<file path="src/rtl/alu_ctrl_pkg.sv">
// Shared ALU control definitions: ALU operation codes and the multiply
// sequencer state encoding.
// Latency: n/a (constants and types only). Backpressure: n/a.
package alu_ctrl_pkg;

  localparam logic [2:0] ALU_AND = 3'b000;
  localparam logic [2:0] ALU_OR  = 3'b001;
  localparam logic [2:0] ALU_ADD = 3'b010;
  localparam logic [2:0] ALU_SUB = 3'b110;
  localparam logic [2:0] ALU_SLT = 3'b111;

  typedef enum logic [1:0] {
    IDLE = 2'b00,
    RUN  = 2'b01,
    DONE = 2'b10
  } seq_state_e;

endpackage

</file>
<file path="src/rtl/alu_mult_sequencer.sv">
// Shift-and-add multiplier controller: drives the shared ALU to form the low
// WIDTH bits of op_a*op_b. Latency: k+1 cycles from start to done, where k is
// the position of op_b's highest set bit plus one (k=0 for op_b=0).
// Backpressure: none; start is only sampled in IDLE and otherwise dropped.
// Ports: clk/rst (async active-high); start, op_a, op_b request; busy, done,
// product status/result; alu_a, alu_b, alu_op drive the ALU, alu_result returns.
module alu_mult_sequencer
  import alu_ctrl_pkg::*;
#(
  parameter int WIDTH = 32,
  parameter int CNT_W = 5
) (
  input  logic             clk,
  input  logic             rst,
  input  logic             start,
  input  logic [WIDTH-1:0] op_a,
  input  logic [WIDTH-1:0] op_b,
  output logic             busy,
  output logic             done,
  output logic [WIDTH-1:0] product,
  output logic [WIDTH-1:0] alu_a,
  output logic [WIDTH-1:0] alu_b,
  output logic [2:0]       alu_op,
  input  logic [WIDTH-1:0] alu_result
);

  localparam logic [CNT_W-1:0] CNT_LAST = CNT_W'(WIDTH - 1);

  seq_state_e       state_q;
  logic [WIDTH-1:0] acc_q,    acc_d;
  logic [WIDTH-1:0] mcand_q,  mcand_d;
  logic [WIDTH-1:0] mplier_q, mplier_d;
  logic [CNT_W-1:0] cnt_q;
  logic             busy_q, done_q;
  logic [WIDTH-1:0] product_q, alu_a_q, alu_b_q;
  logic [2:0]       alu_op_q;
  logic             run_exit;

  // One shift-and-add iteration; only meaningful while in RUN.
  always_comb begin
    acc_d    = mplier_q[0] ? alu_result : acc_q;
    mcand_d  = {mcand_q[WIDTH-2:0], 1'b0};
    mplier_d = {1'b0, mplier_q[WIDTH-1:1]};
    // Stop early once no multiplier bits remain, or after the last bit.
    run_exit = (mplier_d == '0) || (cnt_q == CNT_LAST);
  end

  always_ff @(posedge clk or posedge rst) begin
    if (rst) begin
      state_q   <= IDLE;
      acc_q     <= '0;
      mcand_q   <= '0;
      mplier_q  <= '0;
      cnt_q     <= '0;
      busy_q    <= 1'b0;
      done_q    <= 1'b0;
      product_q <= '0;
      alu_a_q   <= '0;
      alu_b_q   <= '0;
      alu_op_q  <= ALU_AND;
    end else begin
      case (state_q)
        IDLE: begin
          busy_q   <= 1'b0;
          done_q   <= 1'b0;
          alu_a_q  <= '0;
          alu_b_q  <= '0;
          alu_op_q <= ALU_AND;
          if (start) begin
            mcand_q   <= op_a;
            mplier_q  <= op_b;
            acc_q     <= '0;
            cnt_q     <= '0;
            product_q <= '0;
            busy_q    <= 1'b1;
            if (op_b != '0) begin
              state_q  <= RUN;
              // ALU outputs are registered, so preload what RUN will show.
              alu_a_q  <= '0;
              alu_b_q  <= op_a;
              alu_op_q <= ALU_ADD;
            end else begin
              state_q <= DONE;
              done_q  <= 1'b1;
            end
          end
        end

        RUN: begin
          acc_q    <= acc_d;
          mcand_q  <= mcand_d;
          mplier_q <= mplier_d;
          cnt_q    <= cnt_q + 1'b1;
          if (run_exit) begin
            state_q   <= DONE;
            done_q    <= 1'b1;
            product_q <= acc_d;
            alu_a_q   <= '0;
            alu_b_q   <= '0;
            alu_op_q  <= ALU_AND;
          end else begin
            alu_a_q  <= acc_d;
            alu_b_q  <= mcand_d;
            alu_op_q <= ALU_ADD;
          end
        end

        DONE: begin
          state_q  <= IDLE;
          busy_q   <= 1'b0;
          done_q   <= 1'b0;
          alu_a_q  <= '0;
          alu_b_q  <= '0;
          alu_op_q <= ALU_AND;
        end

        default: begin
          state_q  <= IDLE;
          busy_q   <= 1'b0;
          done_q   <= 1'b0;
          alu_a_q  <= '0;
          alu_b_q  <= '0;
          alu_op_q <= ALU_AND;
        end
      endcase
    end
  end

  assign busy    = busy_q;
  assign done    = done_q;
  assign product = product_q;
  assign alu_a   = alu_a_q;
  assign alu_b   = alu_b_q;
  assign alu_op  = alu_op_q;

endmodule

</file>
<file path="config.mk">
export PLATFORM = sky130hd
export DESIGN_NAME = alu_mult_sequencer
export DESIGN_NICKNAME = d
export VERILOG_FILES = /design/src/rtl/alu_ctrl_pkg.sv /design/src/rtl/alu_mult_sequencer.sv
export SDC_FILE = /design/constraint.sdc
export NUM_CORES = 1
export LEC_CHECK = 0
export BUFFER_PORTS_ARGS = -buffer_cell sky130_fd_sc_hd__buf_2
export CAP_MARGIN = 20
export CORE_MARGIN = 3
export CORE_UTILIZATION = 25
export CTS_CLUSTER_SIZE = 25
export DETAILED_ROUTE_END_ITERATION = 8
export PLACE_DENSITY = 0.56
export RECOVER_POWER = 100
export SYNTH_ARGS = -nofsm -noshare
export SYNTH_HDL_FRONTEND = slang
export SYNTH_SLANG_ARGS = --single-unit
export TNS_END_PERCENT = 10
</file>
<file path="constraint.sdc">
create_clock -name clk -period 5.25 [get_ports clk]
set_input_delay 0 -clock clk [delete_from_list [all_inputs] [get_ports clk]]
set_output_delay 0 -clock clk [all_outputs]
set_load 0.02 [all_outputs]
</file>
==> implementation parameters <==
Parameter                              Value

Yosys
  Library cell with the highest instance count after synthesis    dfrtp_1
  Fraction of synthesis flops using an asynchronous set or reset pin    100.0%
  Cell types with the largest area share after synthesis    dfrtp_1 56%, nand2_1 8.1%, o221ai_2 4.9%, mux2_2 4.0%, o21ai_0 3.6%
  Library cell with the largest summed area after synthesis    dfrtp_1
  Unique masters post-synth    35
  Number of register bits inferred by synthesis    about 200
  Area share of the largest cell type after synthesis    56.43%
  Leading post-synthesis cells by instance count    201 x dfrtp_1, 193 x nand2_1, 65 x o21ai_0, 35 x nor2b_1, 34 x nor2_1
  Cell count after synthesis    ~830
  Yosys Warn Count    0
  Syn avg cell area    roughly 11 µm²
  Cell Area, Synth    8914 µm²
  Ys flop type    dfrtp_1
  Post-synth EDFFs    0
  Sequential share of the synthesized area    around 56%

Timing
  Time the final worst path needs with I/O delays and setup    around 3.4 ns
  Worst clock skew    0.008689 ns
  Fmax    ~0.3 GHz
  Portion of the clock cycle consumed by the worst path in the final layout    between 60 and 70%
  Post-Route Setup TNS    0 ns
  Number of slew-limit violations in the final report    311
  Worst Tran Pin Value    2.476 ns
  Setup slack after layout    approximately 1.9 ns
  Hold Vio Cnt, Final    0
  Setup repair after global routing missed its margin    no
  Final setup violation count    0
  Headroom to the max-slew limit    -65.09%

Detailed routing
  Initial DRC Count    389
  Vias post-DR    7360
  Total iterations of the first detailed-routing run    5
  Routed wire per std cell    between 15 and 20 µm
  Number of nets still failing antenna checks after routing    0
  Sum of routed wire length over all layers    roughly 26 mm
  Average vias per placed instance    roughly 4.7
  Count of unresolved DRC violations after routing    0

Global route
  Total gr overflow    0
  Wire length of the first global-routing pass    between 40 and 50 mm
  Vias in the first global route    between 7000 and 8000
  GRT Resource Usage Total    approximately an eighth
  Antenna violations before repair    0
  Largest net degree at the start of global routing    178

Place
  Placed cell area    roughly 10000 µm²
  Placement-stage worst setup slack    2.657 ns
  I/O Buffers    around 200
  GPL Wtd Cong    about 0.75
  DP HPWL    between 15 and 20 mm

Die
  Chip width    slightly below 200 µm
  Y dimension of the die    around 190 µm
  Die Outline Area    between 30000 and 40000 µm²
  Initial standard-cell utilization of the core    between 20% and 30%
  Placeable core region    approximately 35000 µm²
  Count of standard-cell rows    68
  I/O pin count    200

Pwr
  Worst-case vdd ir drop    between 200 and 300 µV
  P_leak    ~5 nW
  Power density relative to cell area    603.3 nW/µm²

Clock tree
  Clock latency reported for the late side of the worst-skew pair    about 0.51 ns
  Clock sinks    roughly 200
  Number of gates resized after cts    0
  Clock tree root buffer cell    clkbuf_16
  Max Buffers Root-to-Sink    3
  Total CTS buffers    24
  Clock slew at reported path FFs    ~0.060 ns
  Number of levels the H-tree was split into    1
  CTS tree    done
  Setup fix buffers added after clock tree synthesis    0

Critical path
  Required time reported for the critical path endpoint    about 5.6 ns
  Chain of cells forming the critical path    ha_1, and3_1, ha_1, o21ba_1, clkbuf_2, o221ai_1
  Maximum fanout encountered on the critical timing path    48
  Signal arrival time at the worst endpoint    between 3 and 4 ns
  Crit Path Category    reg2reg
  Slowest stage delay, CP    1.02 ns
  Most Frequent Cell on Critical Path    ha_1
  Crit end category    flip-flop
  Category of the worst setup path launch point    flip-flop
  Critical-path cell with the highest stage delay    clkbuf_2

Job
  Number of max-cap violations    3

Finish
  Post-Layout Inst Area    approximately 12000 µm²
  Reg area    approximately 5000 µm²
  Number of fill cells    ~3600
  Area of combinational cells with multiple inputs    between 3000 and 4000 µm²
  Layout area overhead    30.83%
  # nets final    roughly 1200
  Layout cells sized above 1    16.77%
  Antenna diode count    0

Min path
  Class of the tightest hold or removal check    in2reg

Outcome
  Result of the run    finished with violations
  Violations in the final reports    capacitance limit, slew limit
## worst max-delay path, delay by kind of cell (launching register included)
kind | cells | cell delay, ns
simple gates | 1 | 0.19
compound gates | 2 | 1.10
fa+ha+maj | 2 | 0.44
buf+inv | 1 | 1.02
flops | 1 | 0.40
## report_power, final
group	switching [W]	internal [W]
Sequential	0.000436	0.00228
Clock	0.000642	0.000888
Combinational	0.00175	0.00104
Total	0.00283	0.00421
## final cells by class
cell class / count / area share [%]
Timing Repair Buffer: 308 / 16.73
Clock buffer: 32 / 5.762
Multi-Input combinational cell: 558 / 29.09
Sequential cell: 201 / 43.13
Clock inverter: 7 / 0.3004
Tap cell: 455 / 4.882
Inverter: 3 / 0.1073
## kinds of logic after synthesis
| logic type | count (synthesis) | synth area share [%] |
|---|---|---|
| simple gates | 288 | 13.87 |
| compound gates | 204 | 17.97 |
| flops | 201 | 56.43 |
| buf+inv | 73 | 4.001 |
| mux | 62 | 7.412 |
| fa+ha+maj | 2 | 0.2807 |
| other cells | 1 | 0.04207 |
## per-layer routing
| layer | vias to the layer above | track usage, % | part of all wire, % |
|---|---|---|---|
| li1 | 3473 | - | - |
| met1 | 3643 | 18.31 | 45 |
| met2 | 211 | 21.66 | 48 |
| met3 | 33 | 2.409 | 5.5 |
| met4 | 0 | 3.063 | 1.7 |
| met5 | - | 0 | 0 |
## sequential cells by signal (all words and copies together) (netlist names)
register,count
alu_a,32
acc_q,32
product,32
state_q,2
busy,1
mplier_q,32
alu_op,1
mcand_q,31
cnt_q,5
alu_b,32
done,1
## path summary, 6_finish.rpt
path                       cells past startpoint                        to                  start  slack (ns)
min in group asynchronous                      3       alu_a[26]$_DFF_PP0_                    rst        0.24
hold / removal                                 4  mplier_q[18]$_DFFE_PP0P_                  start        0.19
hold reg to reg                                2     acc_q[22]$_DFFE_PP0P_  acc_q[22]$_DFFE_PP0P_        0.47
setup / recovery                               6   product[23]$_DFFE_PP0P_   cnt_q[0]$_DFFE_PP0P_        1.87
setup reg to reg                               6   product[23]$_DFFE_PP0P_   cnt_q[0]$_DFFE_PP0P_        1.87
max in group asynchronous                      4  mplier_q[13]$_DFFE_PP0P_                    rst        2.00
## stage by stage
step	instances	utilization [%]	hold slack, ns	total power [W]
after floorplan	832	-	0.1327	0.004732
after global placement	1427	29.54	0.08926	0.005626
after detailed placement	1427	29.54	0.08836	0.005683
after CTS	1563	34.35	0.09938	0.007315
after global routing	1564	33.43	0.2277	0.007567
final	1564	33.43	0.1903	0.007035
## repair_timing
item / in CTS / in global routing
endpoints found under the hold margin: 200 / 0
hold buffers: 97 / 0
endpoints found under the setup margin: 0 / 0
## cell usage in the layout, fill, tap and decap left out, types with 2 or more instances in the layout
cell / Yosys / final
a21o_1: 2 / 2
a21oi_1: 32 / 32
a22o_1: 4 / 4
a22oi_1: 31 / 31
a32o_1: 31 / 31
and3_1: 2 / 2
and4_1: 2 / 2
buf_12: 0 / 2
buf_2: 27 / 98
buf_4: 5 / 7
clkbuf_1: 28 / 106
clkbuf_16: 0 / 25
clkbuf_2: 0 / 2
clkbuf_8: 0 / 2
clkinv_2: 0 / 7
conb_1: 1 / 2
dfrtp_1: 201 / 201
dlygate4sd3_1: 0 / 97
ha_1: 2 / 2
inv_1: 3 / 2
mux2_2: 32 / 32
mux2i_1: 30 / 30
nand2_1: 193 / 193
nand4_1: 3 / 3
nor2_1: 34 / 33
nor2b_1: 35 / 34
nor4_1: 15 / 15
o21ai_0: 65 / 65
o221ai_1: 3 / 29
o221ai_2: 29 / 3
Power figures use the tool's default switching activity.
